File: src/rtl/interrupt_coalesce_ctrl.sv
// interrupt_coalesce_ctrl
//   Collects NUM_SRC interrupt sources into sticky pending flags and raises
//   a single aggregated irq. irq fires once enough flags are pending or a
//   coalescing timer expires. It then stays high until every flag is cleared.
//
// Ports
//   CLK      single clock, rising edge
//   RST      asynchronous active-high reset
//   src      raw interrupt sources (synchronous to CLK)
//   mode     per-source detect mode, 2 bits each: 00 level, 01 rising,
//            10 falling, 11 both edges
//   enable   per-source enable mask (disabled flags clear on the next edge)
//   clear    write-1-to-clear pulse per flag (wins over set and events)
//   set      software-set pulse per flag
//   thresh   pending-count threshold for irq (0 behaves as 1)
//   timeout  coalescing timeout in cycles, 0 disables the timer
//   flags    registered pending flags
//   irq      registered aggregated interrupt request
//   irq_id   index of the lowest-numbered set flag (0 when none)
module interrupt_coalesce_ctrl #(
  parameter int NUM_SRC = 8,
  parameter int TMR_W   = 8
) (
  input  logic                         CLK,
  input  logic                         RST,
  input  logic [NUM_SRC-1:0]           src,
  input  logic [2*NUM_SRC-1:0]         mode,
  input  logic [NUM_SRC-1:0]           enable,
  input  logic [NUM_SRC-1:0]           clear,
  input  logic [NUM_SRC-1:0]           set,
  input  logic [$clog2(NUM_SRC+1)-1:0] thresh,
  input  logic [TMR_W-1:0]             timeout,
  output logic [NUM_SRC-1:0]           flags,
  output logic                         irq,
  output logic [$clog2(NUM_SRC)-1:0]   irq_id
);

  localparam int CNT_W = $clog2(NUM_SRC+1);
  localparam int ID_W  = $clog2(NUM_SRC);

  typedef enum logic [1:0] {
    MODE_LEVEL = 2'b00,
    MODE_RISE  = 2'b01,
    MODE_FALL  = 2'b10,
    MODE_BOTH  = 2'b11
  } mode_e;

  logic [NUM_SRC-1:0] src_q;
  logic [NUM_SRC-1:0] ev;
  logic [NUM_SRC-1:0] flag_n;
  logic [CNT_W-1:0]   pend_cnt;
  logic [CNT_W-1:0]   eff_thresh;
  logic [TMR_W-1:0]   tmr;
  logic [TMR_W-1:0]   tmr_n;
  logic [TMR_W:0]     tmr_inc;
  logic               tmo_hit;
  logic               irq_n;
  logic               id_found;

  // Event detection against the previous-cycle sample.
  always_comb begin
    ev = '0;
    for (int unsigned i = 0; i < NUM_SRC; i++) begin
      case (mode_e'(mode[2*i +: 2]))
        MODE_LEVEL: ev[i] = src[i];
        MODE_RISE:  ev[i] = src[i] & ~src_q[i];
        MODE_FALL:  ev[i] = ~src[i] & src_q[i];
        MODE_BOTH:  ev[i] = src[i] ^ src_q[i];
      endcase
    end
  end

  // Clear dominates; enable masks the whole result.
  assign flag_n = enable & ~clear & (flags | ev | set);

  always_comb begin
    pend_cnt = '0;
    for (int unsigned i = 0; i < NUM_SRC; i++) begin
      pend_cnt = pend_cnt + CNT_W'(flag_n[i]);
    end
  end

  assign eff_thresh = (thresh == '0) ? CNT_W'(1) : thresh;

  // One extra bit so a saturated timer still compares as expired.
  assign tmr_inc = {1'b0, tmr} + (TMR_W+1)'(1);
  assign tmo_hit = (timeout != '0) && (tmr_inc >= {1'b0, timeout});

  always_comb begin
    irq_n = 1'b0;
    if (flag_n == '0) begin
      irq_n = 1'b0;
    end else if (irq) begin
      irq_n = 1'b1;
    end else if (pend_cnt >= eff_thresh) begin
      irq_n = 1'b1;
    end else if (tmo_hit) begin
      irq_n = 1'b1;
    end
  end

  always_comb begin
    tmr_n = tmr;
    if ((flag_n == '0) || irq_n) begin
      tmr_n = '0;
    end else if (tmr != '1) begin
      tmr_n = tmr + TMR_W'(1);
    end
  end

  always_ff @(posedge CLK or posedge RST) begin
    if (RST) begin
      src_q <= '0;
      flags <= '0;
      irq   <= 1'b0;
      tmr   <= '0;
    end else begin
      src_q <= src;
      flags <= flag_n;
      irq   <= irq_n;
      tmr   <= tmr_n;
    end
  end

  // Lowest index wins.
  always_comb begin
    irq_id   = '0;
    id_found = 1'b0;
    for (int unsigned i = 0; i < NUM_SRC; i++) begin
      if (flags[i] && !id_found) begin
        irq_id   = ID_W'(i);
        id_found = 1'b1;
      end
    end
  end

endmodule

File: config.mk
export PLATFORM = sky130hd
export DESIGN_NAME = interrupt_coalesce_ctrl
export DESIGN_NICKNAME = d
export VERILOG_FILES = /design/src/rtl/interrupt_coalesce_ctrl.sv
export SDC_FILE = /design/constraint.sdc
export NUM_CORES = 1
export LEC_CHECK = 0
export BUFFER_PORTS_ARGS = -buffer_cell sky130_fd_sc_hd__buf_2
export CAP_MARGIN = 20
export CELL_PAD_IN_SITES_DETAIL_PLACEMENT = 0
export CELL_PAD_IN_SITES_GLOBAL_PLACEMENT = 1
export CORE_AREA = 2 2 78 80
export CTS_BUF_LIST = sky130_fd_sc_hd__clkbuf_8
export DETAILED_ROUTE_END_ITERATION = 8
export DIE_AREA = 0 0 80 82
export HOLD_SLACK_MARGIN = 0.05
export PLACE_DENSITY = 0.85
export SLEW_MARGIN = 20
export SYNTH_ARGS = -nofsm -noshare
export SYNTH_HDL_FRONTEND = slang
export SYNTH_SLANG_ARGS = --single-unit
File: constraint.sdc
create_clock -name CLK -period 6 [get_ports CLK]
set_input_delay 0.3 -clock CLK [delete_from_list [all_inputs] [get_ports CLK]]
set_output_delay 0.3 -clock CLK [all_outputs]
set_load 0.05 [all_outputs]
==> results.sh <==
export IMPL_grt_pass1_wl_um=7493
export IMPL_ys_seq_area_frac=0.2864
export IMPL_synth_enable_flop_cells=0
export IMPL_rsz0062_at_grt="no"
export IMPL_synthTopCellsByArea="dfrtp_1 (29%), ha_1 (19%), inv_1 (8.4%)"
export IMPL_synth_ff_type="dfrtp_1"
export IMPL_vdd_drop_max_mv=0.1430
export IMPL_cp_max_fo=8
export IMPL_grtUsageMet2=0.2508
export IMPL_hold_buffers=0
export IMPL_cp_cell_sequence="ha_1 -> inv_1 -> mux4_2 -> o311ai_1 -> inv_1 -> fa_1 -> inv_1 -> fa_1 -> fa_1 -> inv_1 -> ha_1 -> inv_1 -> fa_1 -> xnor2_1 -> ha_1 -> a21oi_1 -> o21ai_0 -> a211oi_1 -> nand3_2 -> nor4_1"
export IMPL_endpoint_kind="register"
export IMPL_slew_headroom=0.6334
export IMPL_nets=413
export IMPL_synth_top_family_by_area="adder cells"
export IMPL_antenna_left=0
export IMPL_cp_common_cell="inv_1"
export IMPL_worstMarginPinSlew_ns=0.5493
export IMPL_port_buffers=73
export IMPL_power_per_cell_area_mw_per_mm2=192.5
export IMPL_finalMaxSlewViolations=0
export IMPL_synthSimpleGateAreaFrac=0.2102
export IMPL_cts_tree="built"
export IMPL_status="finished clean"
export IMPL_grt_util_all_layers=0.1442
export IMPL_cp_arrival_ns=5.59
export IMPL_firstDrtPassIters=4
export IMPL_tns_ns=0
export IMPL_skew_ns=0.002619
export IMPL_antenna_found_initial=0
export IMPL_cts_buffer_depth=2
export IMPL_fin_crit_sh=0.9025
export IMPL_final_cells=388
export IMPL_slowest_stage="fa_1"
export IMPL_syn_to_final_growth_pct=23.77
export IMPL_drt_total_wl_um=4501
export IMPL_grt_max_degree=26
export IMPL_final_cell_mix="buf_2 (73), inv_1 (50), ha_1 (33), dfrtp_1 (25), nand2b_1 (15)"
export IMPL_initialDrtViolationCount=47
export IMPL_met1_usage=0.1882
export IMPL_yosys_area_top_type="dfrtp_1"
export IMPL_clock_sinks=25
export IMPL_critPathMaxStageDelay_ns=0.55
export IMPL_syn_nets=334
export IMPL_synthCells=235
export IMPL_drc=0
export IMPL_ys_ff_latch=25
export IMPL_antennaDiodeCount=0
export IMPL_yosys_area_top_type_share=0.2864
export IMPL_p_leak_nw=1.564
export IMPL_htree_levels=1
export IMPL_avgSynthCellArea_um2=9.296
export IMPL_hold_class="input pin to async pin"
export IMPL_drive_above_1_share=0.2812
export IMPL_dp_cells=383
export IMPL_io_pins=74
export IMPL_critPathLaunchType="register"
export IMPL_max_cap_violations=0
export IMPL_vias=1846
export IMPL_synth_xor_xnor_area_share=0.03207
export IMPL_num_rows=28
export IMPL_synth_compound_area_frac=0.1094
export IMPL_ys_warn_count=0
export IMPL_die_width_um=80
export IMPL_syn_area_mm2=0.002185
export IMPL_fin_crit_ns=5.415
export IMPL_clkLatencyLatePin_ns=0.27
export IMPL_wire_per_inst_um=11.60
export IMPL_post_cts_resized=0
export IMPL_hold_viol=0
export IMPL_final_common_cell="buf_2"
export IMPL_post_dp_hpwl_um=3885
export IMPL_root_buffer="clkbuf_8"
export IMPL_grtUsageMet3=0.01868
export IMPL_clk_pin_slew_ns=0.09
export IMPL_fp_dieH_um=82
export IMPL_synth_adder_area_share=0.2257
export IMPL_cts_made_buffers=3
export IMPL_synthMuxAreaShare=0.05040
export IMPL_ys_types=47
export IMPL_critPathKind="register to register"
export IMPL_async_flop_share=1.000
export IMPL_grt_pass1_vias=1733
export IMPL_cp_data_required_time_ns=6.17
export IMPL_gp_congestion=0.7227
export IMPL_finalPower_mw=0.5205
export IMPL_coreArea_mm2=0.005746
export IMPL_top_usage_layer="met2"
export IMPL_setup_viol=0
export IMPL_initial_core_util=0.3802
export IMPL_die_area_mm2=0.006560
export IMPL_viasPerCell=4.758
export IMPL_fmax_ghz=0.1847
export IMPL_cts_setup_buffers=0
export IMPL_grt_remaining_overflow=0
==> registers in the layout, indices dropped and copies added (netlist names) <==
name,flops
flags,8
src_q,8
tmr,8
irq,1
==> worst paths after layout <==
| kind | startpoint | end | slack [ns] | cells after the start |
|---|---|---|---|---|
| min reg2reg | irq | irq | 0.62 | 2 |
| max reg2reg | src_q[1] | tmr[7] | 0.58 | 20 |
| min | RST | tmr[1] | 0.06 | 2 |
| max | src_q[1] | tmr[7] | 0.58 | 20 |
| min in group CLK | src[6] | src_q[6] | 0.17 | 1 |
| max in group asynchronous | RST | src_q[1] | 5.46 | 3 |
==> cell type report <==
cell class              instances  area (um^2)
well taps                      75        93.84
flip-flops and latches         25        625.6
inverters                      50        187.7
clock buffers                   3        41.29
fillers                       578         3042
repair buffers                 74        380.4
clock inverters                 1        3.754
multi-input cells             160         1371
==> critical path, delay by kind of cell, from the launching register on <==
family | cells | cell delay, ns
fa+ha+maj | 7 | 2.56
compound gates | 4 | 0.87
simple gates | 2 | 0.54
mux | 1 | 0.47
flops | 1 | 0.39
buf+inv | 5 | 0.34
xor+xnor | 1 | 0.14
==> metrics by stage <==
stage	utilization	instance area [um^2]	setup WS (ns)	hold slack (ns)
2_1_floorplan	-	2185	0.9391	0.3273
3_3_place_gp	0.4601	2644	0.6031	0.4451
3_5_place_dp	0.4601	2644	0.4735	0.4499
4_1_cts	0.4680	2689	0.5220	0.1700
5_1_grt	0.4706	2704	0.08377	0.09800
6_report	0.4706	2704	0.5849	0.06467
==> kinds of logic after synthesis <==
logic type	Yosys count
buf+inv	50
simple gates	76
flops	25
fa+ha+maj	37
xor+xnor	8
mux	8
compound gates	31
==> power breakdown <==
part	leakage, nW	switching [mW]	internal, mW
combinational	1.22	0.129	0.0883
sequential	0.321	0.0202	0.185
clock	0.0269	0.0522	0.0458
==> synthesized netlist by cell type, types with 2 or more instances <==
| cell type | instances |
|---|---|
| a21oi_1 | 5 |
| nor4_1 | 3 |
| dfrtp_1 | 25 |
| o21ai_0 | 2 |
| fa_1 | 4 |
| xor2_1 | 5 |
| a21o_1 | 2 |
| nor3_1 | 12 |
| xnor2_1 | 3 |
| nand2b_1 | 15 |
| nor2_1 | 10 |
| nand2_1 | 11 |
| mux4_2 | 2 |
| ha_1 | 33 |
| nor3b_1 | 4 |
| a32oi_1 | 2 |
| a32o_1 | 2 |
| a211oi_1 | 5 |
| and3_1 | 2 |
| inv_1 | 49 |
| nand3_1 | 4 |
| nor2b_1 | 6 |
| mux2i_1 | 5 |
==> metal layers <==
layer / routed length [um] / share of wire
met5: 0 / 0
met4: 37 / 0.0082
met3: 280 / 0.062
met2: 2085 / 0.46
met1: 2098 / 0.47
Note: power is estimated with default switching activity, not from simulation.
